`config.mk`:
```
export PLATFORM = sky130hd
export DESIGN_NAME = serial_tx
export DESIGN_NICKNAME = d
export VERILOG_FILES = /design/src/rtl/serial_tx.sv
export SDC_FILE = /design/constraint.sdc
export NUM_CORES = 1
export LEC_CHECK = 0
export CAP_MARGIN = 20
export CORE_AREA = 8 8 52 54
export CTS_CLUSTER_SIZE = 10
export DETAILED_ROUTE_END_ITERATION = 10
export DIE_AREA = 0 0 60 62
export GPL_ROUTABILITY_DRIVEN = 0
export HOLD_SLACK_MARGIN = 0.12
export PLACE_DENSITY = 0.82
export SYNTH_ARGS = -nofsm -noshare
export SYNTH_HDL_FRONTEND = slang
export SYNTH_SLANG_ARGS = --single-unit
```
`constraint.sdc`:
```
create_clock -name clk -period 2.05 [get_ports clk]
set_input_delay 0.205 -clock clk [delete_from_list [all_inputs] [get_ports clk]]
set_output_delay 0.205 -clock clk [all_outputs]
set_load 0.1 [all_outputs]
```
`src/rtl/serial_tx.sv`:
```
// Serial transmitter: start bit, DATA_WIDTH data bits LSB first, stop bit,
// each held for CLKS_PER_BIT clocks, with a valid/ready word interface.
module serial_tx #(
    parameter int unsigned DATA_WIDTH   = 8,
    parameter int unsigned CLKS_PER_BIT = 4
) (
    input  logic                  clk,
    input  logic                  reset,
    input  logic [DATA_WIDTH-1:0] tx_data,
    input  logic                  tx_valid,
    output logic                  tx_ready,
    output logic                  tx_out,
    output logic                  tx_busy,
    output logic                  tx_done
);

    localparam int unsigned CNT_W = (CLKS_PER_BIT > 1) ? $clog2(CLKS_PER_BIT) : 1;
    localparam int unsigned IDX_W = (DATA_WIDTH > 1) ? $clog2(DATA_WIDTH) : 1;
    localparam logic [CNT_W-1:0] CNT_LAST = CNT_W'(CLKS_PER_BIT - 1);
    localparam logic [IDX_W-1:0] IDX_LAST = IDX_W'(DATA_WIDTH - 1);

    typedef enum logic [1:0] {
        IDLE  = 2'd0,
        START = 2'd1,
        DATA  = 2'd2,
        STOP  = 2'd3
    } state_t;

    state_t                state, state_d;
    logic [CNT_W-1:0]      cnt, cnt_d;
    logic [IDX_W-1:0]      idx, idx_d;
    logic [DATA_WIDTH-1:0] shreg, shreg_d;
    logic                  out_d, busy_d, done_d;
    logic                  bit_end;

    assign tx_ready = (state == IDLE);
    assign bit_end  = (cnt == CNT_LAST);

    // State, counters and registered line outputs
    always_ff @(posedge clk) begin
        if (reset) begin
            state   <= IDLE;
            cnt     <= '0;
            idx     <= '0;
            shreg   <= '0;
            tx_out  <= 1'b1;
            tx_busy <= 1'b0;
            tx_done <= 1'b0;
        end else begin
            state   <= state_d;
            cnt     <= cnt_d;
            idx     <= idx_d;
            shreg   <= shreg_d;
            tx_out  <= out_d;
            tx_busy <= busy_d;
            tx_done <= done_d;
        end
    end

    // Next state; out_d is the line level for the cycle after this edge
    always_comb begin
        state_d = state;
        cnt_d   = cnt;
        idx_d   = idx;
        shreg_d = shreg;
        out_d   = tx_out;
        busy_d  = tx_busy;
        done_d  = 1'b0;

        case (state)
            IDLE: begin
                out_d  = 1'b1;
                busy_d = 1'b0;
                if (tx_valid) begin
                    state_d = START;
                    shreg_d = tx_data;
                    cnt_d   = '0;
                    idx_d   = '0;
                    out_d   = 1'b0;
                    busy_d  = 1'b1;
                end
            end
            START: begin
                if (bit_end) begin
                    state_d = DATA;
                    cnt_d   = '0;
                    out_d   = shreg[0];
                end else begin
                    cnt_d = cnt + CNT_W'(1);
                end
            end
            DATA: begin
                if (bit_end) begin
                    cnt_d = '0;
                    if (idx == IDX_LAST) begin
                        state_d = STOP;
                        out_d   = 1'b1;
                    end else begin
                        idx_d   = idx + IDX_W'(1);
                        shreg_d = shreg >> 1;
                        out_d   = shreg_d[0];
                    end
                end else begin
                    cnt_d = cnt + CNT_W'(1);
                end
            end
            STOP: begin
                if (bit_end) begin
                    state_d = IDLE;
                    cnt_d   = '0;
                    out_d   = 1'b1;
                    busy_d  = 1'b0;
                    done_d  = 1'b1;
                end else begin
                    cnt_d = cnt + CNT_W'(1);
                end
            end
            default: begin
                state_d = IDLE;
                out_d   = 1'b1;
                busy_d  = 1'b0;
            end
        endcase
    end

endmodule

```
==> results of run 1 <==
==> sequential cells by signal, summed over array words and instances (netlist names) <==
name     flops
tx_out       1
cnt          2
tx_done      1
state        2
tx_busy      1
shreg        8
idx          3
==> logic make-up after synthesis <==
kind of cell	synth area share
AO/OA/AOI/OAI	0.162
adder cells (fa/ha/maj)	0.0969
buffers and inverters	0.0443
flip-flops	0.399
multiplexers	0.133
AND/OR/NAND/NOR	0.165
==> per-stage QoR <==
stage                     power [mW]  cell area [um2]  utilization  cells
after floorplan                 1.39              916            -     95
after global placement          1.50             1070        0.564    134
final                           1.71             1100        0.578    137
after detailed placement        1.54             1070        0.564    134
after global routing            1.84             1100        0.578    137
after CTS                       1.72             1100        0.576    137
==> power by group through the flow <==
stage	combinational [mW]	sequential, mW	clock [mW]
after floorplan	0.746	0.642	0
after global placement	0.951	0.553	0
after detailed placement	0.977	0.565	0
after CTS	0.981	0.559	0.180
after global routing	1.07	0.577	0.194
final	0.978	0.560	0.169
==> worst max-delay path, cell delays in order (launching register included) <==
cell and delay [ns]:
dfxtp_1 0.34, ha_1 0.20, ha_1 0.20, nand2b_1 0.18, a211oi_4 0.24, buf_4 0.26, mux2i_1 0.21, nor2_1 0.05
==> timing repair <==
item / CTS / global route
buffers inserted: 0 / 0
setup endpoints to repair: 0 / 2
gates resized for setup: 0 / 1
==> final cells by class <==
class	count	area, um2
Clock buffer	3	22.5
Tap cell	27	33.8
Multi-Input combinational cell	69	518
Timing Repair Buffer	17	153
Sequential cell	18	360
Fill cell	172	803
Inverter	3	11.3
==> layout by cell type (no fill, tap or decap), drive strengths merged <==
master	instances
dfxtp	18
o221ai	1
a211oi	9
clkdlybuf4s50	10
nand3b	2
and2	2
o21ai	1
nand3	1
nand2	2
ha	7
mux2i	12
o31ai	1
clkbuf	3
inv	3
a221o	1
nor2	18
buf	7
nor3	2
nand2b	4
nor2b	1
a21oi	5
==> layer usage <==
metal / up-vias / GRT usage / wire [um]
met5: - / 0 / 0
met1: 318 / 0.116 / 794
met4: 0 / 0.0952 / 67
li1: 364 / - / -
met3: 7 / 0.0288 / 104
met2: 20 / 0.188 / 817
==> worst paths after layout <==
check	start	to
setup reg to reg	idx[0]	idx[1]
setup / recovery	idx[0]	idx[1]
hold / removal	shreg[7]	shreg[7]
hold reg to reg	shreg[7]	shreg[7]
==> flow_summary.toml, run 1 <==
[finish]
layout.nets = 130
antenna_cells = 0
area_growth_pct = 21.6
drive_gt1_frac = 0.136

[pwr]
vdd_drop_max_mv = 0.821
p_leak_nw = 0.436
clkPwrFrac = 0.099
power.density_nw_per_um2 = 1550
p_int_mw = 0.921
swShare = 0.460
combPwrFrac = 0.573
p_sw_mw = 0.786
p_seq_frac = 0.328

[route]
drc_errors = 0
vias = 709
drtAntennaViolNets = 0
vias_per_cell = 5.18
drt-total-wl_um = 1780
drt_iter0_drc = 10
firstDrtPassIters = 4
wire_per_inst_um = 13.0

[synthesis]
synth.avg_cell_area_um2 = 9.51
async_flop_share = 0
synthFlopType = "dfxtp_1"
syn-num-nets = 113
synthTopCellsByCount = "dfxtp_1, nor2_1, mux2i_1"
synth_area_um2 = 903
yosysSeqAreaShare = 0.399
synth-seq-cells = 18
synth_top_area_share = 0.399
synth_warnings = 0
syn_inst = 95
synth_top_area_cell = "dfxtp_1"
synth_enable_flop_cells = 0
synth_area_leaders = "dfxtp_1, mux2i_1, ha_1"
synth_cell_types = 23

[flow_run]
cap_violations = 0

[timing]
tns_ns = 0
fin_hold_ws_ns = 0.480
relSlewSlack = 0.775
setup_viol = 0
post-route-min-period_ns = 1.80
worstMarginPinSlew_ns = 0.337
final-hold-violation-count = 0
setup_slack_ns = 0.252
rsz0062_at_grt = "no"
max_freq_ghz = 0.556
fin_skew_ns = 0.00582
finalCritPeriodShare = 0.877
drv_slew = 0

[floorplan]
dieHeight_um = 62
rows = 16
dieArea_um2 = 3720
core_area_um2 = 1900
io_pins = 15
initial_utilization = 0.475
die_w_um = 60

[critical_path]
crit_type = "reg2reg"
worst_setup_path_end_kind = "flip-flop"
r2r_setup_slack_ns = 0.25
r2r_cells = 7
start_kind = "flip-flop"
crit_arrival_ns = 1.98
path_max_fanout = 19
crit_required_ns = 2.23

[clocking]
root_buffer = "clkbuf_4"
cts_tree = "yes"
cts_hold_buf = 0
cts_buffers = 3
clk_pin_slew_ns = 0.09
clock_latency_ns = 0.29
clk_path_buf_depth = 2
cts.sinks = 18
htreeDepth = 1

[global_routing]
grt_pass1_wl_um = 3100
grt_usage = 0.112
grt_pass1_vias = 728
grt_overflow = 0
antenna_found_initial = 0
grt_max_degree = 20

[placed_design]
place.detailed.hpwl_um = 1360
numPortBuffers = 14
pre_cts_ws_ns = 0.165

[run_status]
status = "completed"

[hold_path]
hp-class = "reg2reg"
min_path_cells = 2
Note: power is estimated with default switching activity, not from simulation.
==> run 2: changes to the inputs <==
Settings changed: CAP_MARGIN 20 to not set.
==> results of run 2 <==
The final DEF is identical to that of run 1; final timing and power are the same.
==> run 3: changes to the inputs <==
Settings changed: REMOVE_ABC_BUFFERS set to 1.
==> flow_summary.toml, run 3 (synthesis gave the netlist of run 1 again) <==
[pwr]
p_leak_nw = 0.454
combPwrFrac = 0.566
clkPwrFrac = 0.122
p_seq_frac = 0.312
total_power_mw = 1.78
swShare = 0.449
p_sw_mw = 0.799
power.density_nw_per_um2 = 1590
p_int_mw = 0.982
vdd_drop_max_mv = 0.698

[finish]
drive_gt1_frac = 0.134
reg.largest.list = "shreg (8), idx (3)"
final_cell_mix = "nor2_1, dfxtp_1, mux2i_1, clkdlybuf4s50_1"
final.fill_count = 161
largest_register_ff_count = 8
post-route-util = 0.588
regMostFlops = "shreg"
layout.nets = 131
area_growth_pct = 23.7
antenna_cells = 0

[critical_path]
crit_required_ns = 2.26
critPathMaxStageDelay_ns = 0.34
start_kind = "flip-flop"
worst_setup_path_end_kind = "flip-flop"
path_cells = "ha_1 > ha_1 > nand2b_1 > a211oi_4 > buf_4 > nor2_1 > a211oi_1"
path_max_fanout = 19
cpMaxStageDelayCell = "dfxtp_1"
crit_arrival_ns = 2.06
cp_top_family = "compound AO/OA/AOI/OAI gates"
cp_common_cell = "ha_1"
crit_type = "reg2reg"
crit_buf_inv = 1

[clocking]
cts_buffers = 3
htreeDepth = 1
clk_pin_slew_ns = 0.10
cts_resized = 0
cts_hold_buf = 0
clock_latency_ns = 0.29
clk_path_buf_depth = 2
root_buffer = "clkbuf_4"
cts.sinks = 18
cts_tree = "yes"
post_cts_buffers = 0

[global_routing]
grt_pass1_vias = 671
grt_overflow = 0
grt_pass1_wl_um = 3020
antenna_found_initial = 0
grt_max_degree = 20
grt_usage = 0.106

[placed_design]
place.detailed.hpwl_um = 1330
numPortBuffers = 14

[run_status]
status = "completed"

[timing]
rsz0062_at_grt = "no"
worstMarginPinSlew_ns = 0.415
tns_ns = 0
fin_skew_ns = 0.00534
post-route-min-period_ns = 1.85
final-hold-violation-count = 0
finalCritPeriodShare = 0.904
max_freq_ghz = 0.540
setup_viol = 0
drv_slew = 0
relSlewSlack = 0.723

[floorplan]
core_area_um2 = 1900
dieArea_um2 = 3720
dieHeight_um = 62
die_w_um = 60
initial_utilization = 0.475
io_pins = 15
rows = 16

[hold_path]
hp-class = "in2reg"

[route]
drt-total-wl_um = 1750
vias_per_cell = 5.08
drt_iter0_drc = 12
vias = 706
wire_per_inst_um = 12.6
firstDrtPassIters = 4
drc_errors = 0
drtAntennaViolNets = 0

[flow_run]
cap_violations = 0
## run 3: changes by cell type in the layout (fill, tap and decap cells not counted), sizes merged
cell	change
clkbuf	+1
buf	+1
## run 3: final cells by class
type	instances	area, um2	area share
Tap cell	27	33.8	0.0302
Multi-Input combinational cell	69	503	0.450
Inverter	3	11.3	0.0101
Sequential cell	18	360	0.323
Clock buffer	4	36.3	0.0325
Timing Repair Buffer	18	173	0.155
## run 3: power groups by stage
stage          Clock (mW)  Sequential, mW  Combinational [mW]
4_1_cts             0.222           0.555                1.01
6_report            0.218           0.555                1.01
3_3_place_gp            0           0.556               0.978
2_1_floorplan           0           0.642               0.661
3_5_place_dp            0           0.564                1.01
5_1_grt             0.242           0.570                1.11
## run 3: per-stage QoR
stage / std cells / setup WS (ns) / hold slack [ns] / cell area (um2)
after floorplan: 90 / -0.495 / 0.270 / 875
after global placement: 135 / 0.318 / 0.461 / 1080
after detailed placement: 135 / 0.190 / 0.488 / 1080
after CTS: 139 / 0.175 / 0.492 / 1120
after global routing: 139 / 0.103 / 0.512 / 1120
final: 139 / 0.197 / 0.492 / 1120
## run 3: path summary, 6_finish.rpt
path	depth (start not counted)	endpoint	slack (ns)	start
worst max-delay path	7	shreg[6]	0.20	idx[0]
worst max register to register	7	shreg[6]	0.20	idx[0]
worst min-delay path	3	shreg[7]	0.49	tx_data[7]
worst min register to register	2	shreg[4]	0.50	shreg[4]
## run 3: metal layers
layer / vias up / GRT usage / share of wire
met5: - / 0 / 0
met4: 0 / 0.0306 / 0.0051
met3: 2 / 0.0391 / 0.049
met2: 15 / 0.165 / 0.46
met1: 324 / 0.132 / 0.48
li1: 365 / - / -
## run 3: worst reg2reg max path, stage by stage, from the launching register on
cell      delay (ns)
dfxtp_1         0.34
ha_1            0.20
ha_1            0.19
nand2b_1        0.19
a211oi_4        0.25
buf_4           0.27
nor2_1          0.08
a211oi_1        0.25
==> RTL change (flow settings as in run 1) <==
Take the reset off `shreg` and load it in a clocked block of its own.
--- a/src/rtl/serial_tx.sv
+++ b/src/rtl/serial_tx.sv
@@ -44,3 +44,2 @@
             idx     <= '0;
-            shreg   <= '0;
             tx_out  <= 1'b1;
@@ -52,3 +51,2 @@
             idx     <= idx_d;
-            shreg   <= shreg_d;
             tx_out  <= out_d;
@@ -57,2 +55,6 @@
         end
+    end
+
+    always_ff @(posedge clk) begin
+        shreg <= shreg_d;
     end
Behaviour: no difference found for any inputs over 10 cycles, from zero or initial values and one cycle with reset high; that may be too few to reach the edited logic, so the function may still have changed.
==> RTL change against run 1 <==
Cell count decreased by 11%. Sequential cell count unchanged. Total power decreased by 6.0%. Routed wire length is 18% lower. Final area shrank 0.57%. Worst hold slack improved by 0.017 ns. Fmax up 0.94%. Worst setup slack improved by 0.017 ns. Area after synthesis decreased by 2.5%. Count of clock-buffer cells in the layout stayed put. Die area is the same. Clock power is 4% higher. Global-route usage shrank 2.2 points. Largest cell class is now registers. Largest power group unchanged.
==> RTL change: results (changes against run 1) <==
stage,metric,value,unit,change
run_status,status,"complete, no violations",,unchanged
logic_synthesis,synthTopCellsByArea,"edfxtp_1 27%, dfxtp_1 23%, ha_1 9.9%, mux2_2 8.9%, mux2i_1 5.7%",,"was dfxtp_1 40%, mux2i_1 13%, ha_1 9.7%, nor2_1 7.5%, a211oi_1 5.0%"
global_route,grt.met3_usage,2.67,%,was 2.88%
cells_and_area,final_net_count,114,,was 130
critical_path,r2r_end,shreg[3],,was idx[1]
logic_synthesis,syn_nets,95,,was 113
routing,wl,1.47,mm,was 1.78 mm
logic_synthesis,synth-seq-area-share,50.0,%,was 39.9%
hold_path,hold_start,cnt[1],,was shreg[7]
routing,drtIter0Drc,7,,was 10
global_route,grt.met2_usage,13.7,%,was 18.8%
global_route,grt_pass1_wl,2.49,mm,was 3.10 mm
routing,firstDrtPassIters,2,,was 4
critical_path,worst_ep_arrival_time,1.79,ns,was 1.98 ns
routing,via_count,609,,was 709
global_route,grt_use_met1,10.7,%,was 11.6%
critical_path,ff2ff_setup_slack,0.27,ns,was 0.25 ns
critical_path,path_max_fanout,8,,was 19
power_and_ir_drop,p_sw_share,41.8,%,was 46.0%
placement,hpwl,1.14,mm,was 1.36 mm
placement,dp_slack,0.271,ns,was 0.165 ns
placement,placed_area,1070,um^2,about the same
timing,worst_pin_slew,0.364,ns,was 0.337 ns
timing,fin_worst_skew,0.00199,ns,was 0.00582 ns
global_route,grtUsageTotal,8.97,%,was 11.2%
logic_synthesis,synth_common_cells,"10 x dfxtp_1, 10 x nor2_1, 8 x edfxtp_1, 7 x ha_1, 7 x mux2_2",,"was 18 x dfxtp_1, 18 x nor2_1, 12 x mux2i_1, 7 x ha_1, 6 x a211oi_1"
logic_synthesis,synth-edff-count,8,,was 0
global_route,grt_max_degree,12,,was 20
power_and_ir_drop,ir_drop,0.596,mV,was 0.821 mV
[RTL change: cell types whose count changed in the layout (fill, tap and decap cells not counted), sizes merged, moves of 7 or more]
cell / change
edfxtp: +8
dfxtp: -8
nor2: -7
a211oi: -7
mux2: +7
mux2i: -7
[RTL change: kinds of logic (layout without fill, tap and decap cells)]
family / count (synthesis) / after routing / share of synthesized area [%]
and+or+nand+nor: 24 / 24 / 13.6
adders and majority gates: 7 / 7 / 9.94
buffers and inverters: 6 / 24 / 2.84
muxes: 12 / 12 / 14.6
AOI/OAI and AO/OA: 10 / 10 / 8.95
DFF: 18 / 18 / 50.0
[RTL change: metrics by stage]
| stage | utilization (%) | hold slack, ns | instances | power [mW] |
|---|---|---|---|---|
| final | 57.4 | 0.497 | 122 | 1.60 |
| after global routing | 57.4 | 0.531 | 122 | 1.72 |
| after CTS | 57.4 | 0.504 | 122 | 1.62 |
| after detailed placement | 56.1 | 0.480 | 118 | 1.44 |
| after global placement | 56.1 | 0.477 | 118 | 1.42 |
| after floorplan | - | 0.310 | 77 | 1.27 |
[RTL change: how the worst max path moves through the flow]
stage               endpoint  slack [ns]
floorplan             idx[0]        0.11
global placement    shreg[7]        0.31
detailed placement  shreg[3]        0.27
CTS                 shreg[3]        0.25
global route        shreg[2]        0.19
finish              shreg[3]        0.27
[RTL change: metal layers]
metal  wire length (um)  vias up
met3                 68        2
met4                 31        0
met5                  0        -
li1                   -      309
met2                653       11
met1                713      287
[RTL change: layout make-up]
| cell class | instances | area, um^2 |
|---|---|---|
| inverters | 3 | 11.3 |
| repair buffers | 17 | 153 |
| well taps | 27 | 33.8 |
| multi-input cells | 53 | 428 |
| flip-flops and latches | 18 | 440 |
| fillers | 170 | 810 |
| clock buffers | 3 | 22.5 |
| clock inverters | 1 | 3.75 |
[RTL change: worst max-delay path, stage by stage (launching register included)]
cell and delay [ns]:
dfxtp_1 0.34, ha_1 0.20, ha_1 0.20, nand2b_1 0.18, a211oi_4 0.35, buf_4 0.23
[RTL change: power by group through the flow]
stage | Clock [mW] | Combinational [mW] | Sequential [mW]
3_3_place_gp | 0 | 0.815 | 0.609
4_1_cts | 0.182 | 0.834 | 0.606
2_1_floorplan | 0 | 0.575 | 0.695
5_1_grt | 0.203 | 0.894 | 0.620
6_report | 0.175 | 0.824 | 0.605
3_5_place_dp | 0 | 0.831 | 0.613
